<file path="config.mk">
export PLATFORM = sky130hd
export DESIGN_NAME = irl_pio_mux
export DESIGN_NICKNAME = d
export VERILOG_FILES = /design/src/rtl/irl_pio_mux.sv
export SDC_FILE = /design/constraint.sdc
export NUM_CORES = 1
export LEC_CHECK = 0
export CAP_MARGIN = 20
export CORE_MARGIN = 2
export CORE_UTILIZATION = 35
export DETAILED_ROUTE_END_ITERATION = 8
export HOLD_SLACK_MARGIN = 0.1
export PLACE_DENSITY = 0.81
export SLEW_MARGIN = 20
export SYNTH_ARGS = -nofsm -noshare
export SYNTH_HDL_FRONTEND = slang
export SYNTH_SLANG_ARGS = --single-unit
</file>
<file path="constraint.sdc">
create_clock -name clk -period 2.25 [get_ports clk]
set_input_delay 0.3375 -clock clk [delete_from_list [all_inputs] [get_ports clk]]
set_output_delay 0.3375 -clock clk [all_outputs]
set_load 0.005 [all_outputs]
</file>
<file path="src/rtl/irl_pio_mux.sv">
// PIO slave-side channel decoder and response sequencer for NUM_CH memory channels.
// One access at a time; strobes arriving while busy are dropped; responses move only on clk_div ticks.
module irl_pio_mux #(
   parameter int NUM_CH    = 4,
   parameter int PIO_NBITS = 32,
   parameter int SEL_LSB   = 8,
   parameter int SEL_NBITS = 4,
   parameter logic [NUM_CH*SEL_NBITS-1:0] CH_CODE = {4'd3, 4'd2, 4'd1, 4'd0},
   parameter int TIMEOUT   = 255
) (
   input  logic                        clk,
   input  logic                        rst_n,
   input  logic                        clk_div,
   input  logic                        reg_bs,
   input  logic                        reg_wr,
   input  logic                        reg_rd,
   input  logic [PIO_NBITS-1:0]        reg_addr,
   input  logic [NUM_CH-1:0]           ch_ack,
   input  logic [NUM_CH*PIO_NBITS-1:0] ch_rdata,
   input  logic                        err_clr,
   output logic [NUM_CH-1:0]           reg_ms,
   output logic                        pio_ack,
   output logic                        pio_rvalid,
   output logic [PIO_NBITS-1:0]        pio_rdata,
   output logic                        pio_err,
   output logic [7:0]                  err_cnt
);

   localparam int IDX_W = (NUM_CH > 1) ? $clog2(NUM_CH) : 1;
   localparam int CNT_W = $clog2(TIMEOUT + 1);

   typedef enum logic [1:0] {ST_IDLE, ST_WAIT, ST_RESP} state_t;

   state_t               state, state_nx;
   logic                 is_rd, is_rd_nx;
   logic                 miss, miss_nx;
   logic [IDX_W-1:0]     idx, idx_nx;
   logic [CNT_W-1:0]     cnt, cnt_nx;
   logic                 ack_nx, rvalid_nx, err_nx;
   logic [PIO_NBITS-1:0] rdata_nx;
   logic [7:0]           err_cnt_nx;
   logic                 err_inc;

   logic [SEL_NBITS-1:0] sel;
   logic                 hit_any;
   logic [IDX_W-1:0]     hit_idx;
   logic                 sel_ack;
   logic [PIO_NBITS-1:0] sel_rdata;
   logic                 start;
   logic                 unused_addr;

   assign sel         = reg_addr[SEL_LSB +: SEL_NBITS];
   assign start       = reg_bs & (reg_rd | reg_wr);
   assign unused_addr = ^reg_addr;

   // Scan from the top so that duplicate codes resolve to the lowest channel.
   always_comb begin
      hit_any = 1'b0;
      hit_idx = '0;
      reg_ms  = '0;
      for (int i = NUM_CH - 1; i >= 0; i--) begin
         if (sel == CH_CODE[i*SEL_NBITS +: SEL_NBITS]) begin
            hit_any   = 1'b1;
            hit_idx   = IDX_W'(i);
            reg_ms    = '0;
            reg_ms[i] = 1'b1;
         end
      end
   end

   always_comb begin
      sel_ack   = 1'b0;
      sel_rdata = '0;
      for (int i = 0; i < NUM_CH; i++) begin
         if (idx == IDX_W'(i)) begin
            sel_ack   = ch_ack[i];
            sel_rdata = ch_rdata[i*PIO_NBITS +: PIO_NBITS];
         end
      end
   end

   always_comb begin
      state_nx  = state;
      is_rd_nx  = is_rd;
      miss_nx   = miss;
      idx_nx    = idx;
      cnt_nx    = cnt;
      ack_nx    = pio_ack;
      rvalid_nx = pio_rvalid;
      rdata_nx  = pio_rdata;
      err_nx    = pio_err;
      err_inc   = 1'b0;
      case (state)
         ST_IDLE: begin
            if (start) begin
               is_rd_nx = reg_rd;
               idx_nx   = hit_idx;
               miss_nx  = ~hit_any;
               cnt_nx   = '0;
               state_nx = ST_WAIT;
            end
         end
         ST_WAIT: begin
            if (clk_div) begin
               if (miss || (!sel_ack && cnt == CNT_W'(TIMEOUT - 1))) begin
                  state_nx  = ST_RESP;
                  ack_nx    = 1'b1;
                  err_nx    = 1'b1;
                  rvalid_nx = 1'b0;
                  rdata_nx  = '0;
                  err_inc   = 1'b1;
               end else if (sel_ack) begin
                  state_nx  = ST_RESP;
                  ack_nx    = 1'b1;
                  err_nx    = 1'b0;
                  rvalid_nx = is_rd;
                  rdata_nx  = is_rd ? sel_rdata : '0;
               end else begin
                  cnt_nx = cnt + CNT_W'(1);
               end
            end
         end
         ST_RESP: begin
            if (clk_div) begin
               state_nx  = ST_IDLE;
               ack_nx    = 1'b0;
               err_nx    = 1'b0;
               rvalid_nx = 1'b0;
               rdata_nx  = '0;
            end
         end
         default: state_nx = ST_IDLE;
      endcase

      // A clear coinciding with an increment still leaves zero.
      err_cnt_nx = err_cnt;
      if (err_clr)
         err_cnt_nx = 8'd0;
      else if (err_inc && err_cnt != 8'hFF)
         err_cnt_nx = err_cnt + 8'd1;
   end

   always_ff @(posedge clk) begin
      if (!rst_n) begin
         state      <= ST_IDLE;
         is_rd      <= 1'b0;
         miss       <= 1'b0;
         idx        <= '0;
         cnt        <= '0;
         pio_ack    <= 1'b0;
         pio_rvalid <= 1'b0;
         pio_rdata  <= '0;
         pio_err    <= 1'b0;
         err_cnt    <= 8'd0;
      end else begin
         state      <= state_nx;
         is_rd      <= is_rd_nx;
         miss       <= miss_nx;
         idx        <= idx_nx;
         cnt        <= cnt_nx;
         pio_ack    <= ack_nx;
         pio_rvalid <= rvalid_nx;
         pio_rdata  <= rdata_nx;
         pio_err    <= err_nx;
         err_cnt    <= err_cnt_nx;
      end
   end

endmodule
</file>
==> results.py <==
metrics = {
    "logic_synthesis": {
        "yosysSeqAreaShare_pct": 37.5,
        "synth_top_family_by_area": "multiplexers",
        "synthAdderAreaFrac_pct": 1.23,
        "synth-compound-area-share_pct": 16.9,
        "syn_nets": 435,
        "async_flop_share_pct": 0,
        "netlist-cell-type-count": 43,
        "synthFlopType": "dfxtp_1",
        "synth_area_leaders": "dfxtp_1 38%, mux4_2 24%, a22o_1 9.2%",
        "synth-edff-count": 0,
        "synthMuxAreaShare_pct": 24.4,
        "yosys.area.top_type": "dfxtp_1",
        "netlist_area_um2": 3040,
        "synth_xor_area_share_pct": 2.88,
        "synth_cells": 261,
        "synth_top_area_share_pct": 37.5,
        "avgSynthCellArea_um2": 11.7,
        "synth-simple-area-share_pct": 13.7,
        "ys_seq_elements": 57,
        "ys_warn_count": 0,
    },
    "floorplan": {
        "die_area_um2": 9450,
        "std_cell_rows": 34,
        "die_x_um": 97.2,
        "initial_utilization_pct": 35.4,
        "die_y_um": 97.2,
        "pin_count": 218,
        "core-area_um2": 8590,
    },
    "placement": {
        "dp_hpwl_mm": 7.74,
        "dpl_cell_area_um2": 5110,
        "place_inst": 553,
        "preCtsSetupSlack_ns": -0.218,
        "globalplace.congestion": 0.852,
        "io_buffers": 189,
    },
    "sta": {
        "worstMarginPinSlew_ns": 0.625,
        "timing.hold.ws_ns": 0.458,
        "hold_viol": 0,
        "post-route-period-util_pct": 94.1,
        "rsz0062_at_grt": "false",
        "slew-limit-headroom_pct": 58.4,
        "finalSetupTns_ns": 0,
        "setup_viol": 0,
        "fin_skew_ns": 0.00550,
        "max_freq_mhz": 472,
        "post-route-min-period_ns": 2.12,
        "slew_viol_final": 0,
        "setup_ws_ns": 0.132,
    },
    "cts": {
        "clock_path_buffers": 2,
        "cts_root_buffer": "clkbuf_8",
        "clk_pin_slew_worst_paths_ns": 0.06,
        "cts.sinks": 57,
        "holdBufCountCts": 0,
        "cts_tree": "done",
        "postCtsSetupRepairBufs": 0,
        "clk_latency_ns": 0.33,
        "htree_levels": 3,
        "cts_buffers": 9,
        "ctsResizeCount": 0,
    },
    "global_routing": {
        "grt_pass1_vias": 3137,
        "grt_pass1_wl_mm": 15.4,
        "grt-ovfl-total": 0,
        "grt_max_degree": 34,
        "grt_usage_pct": 20.5,
        "antenna_found_initial": 0,
    },
    "drt": {
        "drc": 0,
        "wl_mm": 9.70,
        "firstDrtPassIters": 4,
        "num_vias": 2983,
        "initialDrtViolationCount": 72,
        "vias_per_cell": 5.24,
        "ant_nets": 0,
        "post_drt_wl_per_cell_um": 17.0,
    },
    "layout": {
        "layout.nets": 630,
        "fin_cells": 569,
        "layout-drive-gt1-share_pct": 16.9,
        "final_common_cell": "clkdlybuf4s50_1",
        "syn2layout_area_growth_pct": 76.1,
        "most-common-layout-cells": "189 x clkdlybuf4s50_1, 55 x dfxtp_1, 33 x mux4_2, 32 x a22o_1, 21 x nor2_1",
        "insertedDiodeCount": 0,
        "final_core_util_pct": 62.3,
        "fin_area_um2": 5360,
    },
    "pwr": {
        "power.leakage_nw": 1.85,
        "p_total_mw": 2.67,
        "ir_drop_v": 0.000673,
        "power_density_nw_per_um2": 498,
    },
    "worst_setup_path": {
        "cp-start-kind": "input pin",
        "setup.worst_path.class": "in2reg",
        "cp-end-kind": "register",
        "worstPathArrival_ns": 2.33,
        "worstPathMaxFanout": 8,
        "crit_start": "ch_ack[2]",
        "rr_startpoint": "idx[0]",
        "cp.required_ns": 2.46,
    },
    "min_path": {
        "hp-class": "reg2reg",
        "hold_start": "pio_rvalid",
    },
    "flow_run": {
        "drv_cap": 0,
    },
    "outcome": {
        "outcome": "completed",
    },
}
-- per-layer routing --
layer	up-vias	global-route usage [%]	wire [um]
met4	0	5.88	160
met3	13	7.70	737
met5	-	0	0
met1	1435	21.3	3700
met2	119	38.2	5100
li1	1416	-	-
-- worst max-delay path: stages --
cell,delay [ns]
clkdlybuf4s50_1,0.41
mux4_2,0.53
a211o_4,0.35
a2111oi_2,0.43
xnor2_1,0.20
nor2_1,0.07
-- Yosys cell counts (all sizes together), types with 4 or more instances --
| cell type | count |
|---|---|
| a21oi | 10 |
| a22o | 32 |
| and4 | 4 |
| buf | 6 |
| clkbuf | 12 |
| dfxtp | 57 |
| mux4 | 33 |
| nand2 | 17 |
| nand3 | 6 |
| nand3b | 4 |
| nor2 | 22 |
| nor3 | 4 |
| o21ai | 4 |
| xnor2 | 10 |
-- flip-flops by register name (all words and copies together) (netlist names), 2 cells and up --
register / count
cnt: 8
err_cnt: 8
idx: 2
pio_rdata: 32
state: 2
-- cell type report --
type	instances	area [um^2]
fill	715	3240
clock buffer	10	138
timing repair buffer	202	2010
inverter	4	15.0
tap	108	135
sequential	57	1140
multi-input combinational	182	1800
clock inverter	6	105
-- logic make-up (layout without fill, tap and decap cells) --
| family | after synthesis | after routing |
|---|---|---|
| xor+xnor | 10 | 10 |
| fa+ha+maj | 3 | 3 |
| buf+inv | 22 | 222 |
| mux | 33 | 33 |
| simple gates | 75 | 75 |
| flops | 57 | 57 |
| compound gates | 61 | 61 |
-- where the power goes --
group | internal, mW | switching, mW | total, mW
Combinational | 0.332 | 0.153 | 0.485
Clock | 0.760 | 0.395 | 1.15
Sequential | 1.02 | 0.00935 | 1.03
-- worst paths after layout --
kind / endpoint / slack [ns] / cells after the start
worst max register to register: cnt[5] / 0.19 / 5
worst max-delay path: cnt[5] / 0.13 / 6
worst min register to register: pio_rvalid / 0.46 / 1
worst min-delay path: pio_rvalid / 0.46 / 1
(Power assumes the default switching activity.)
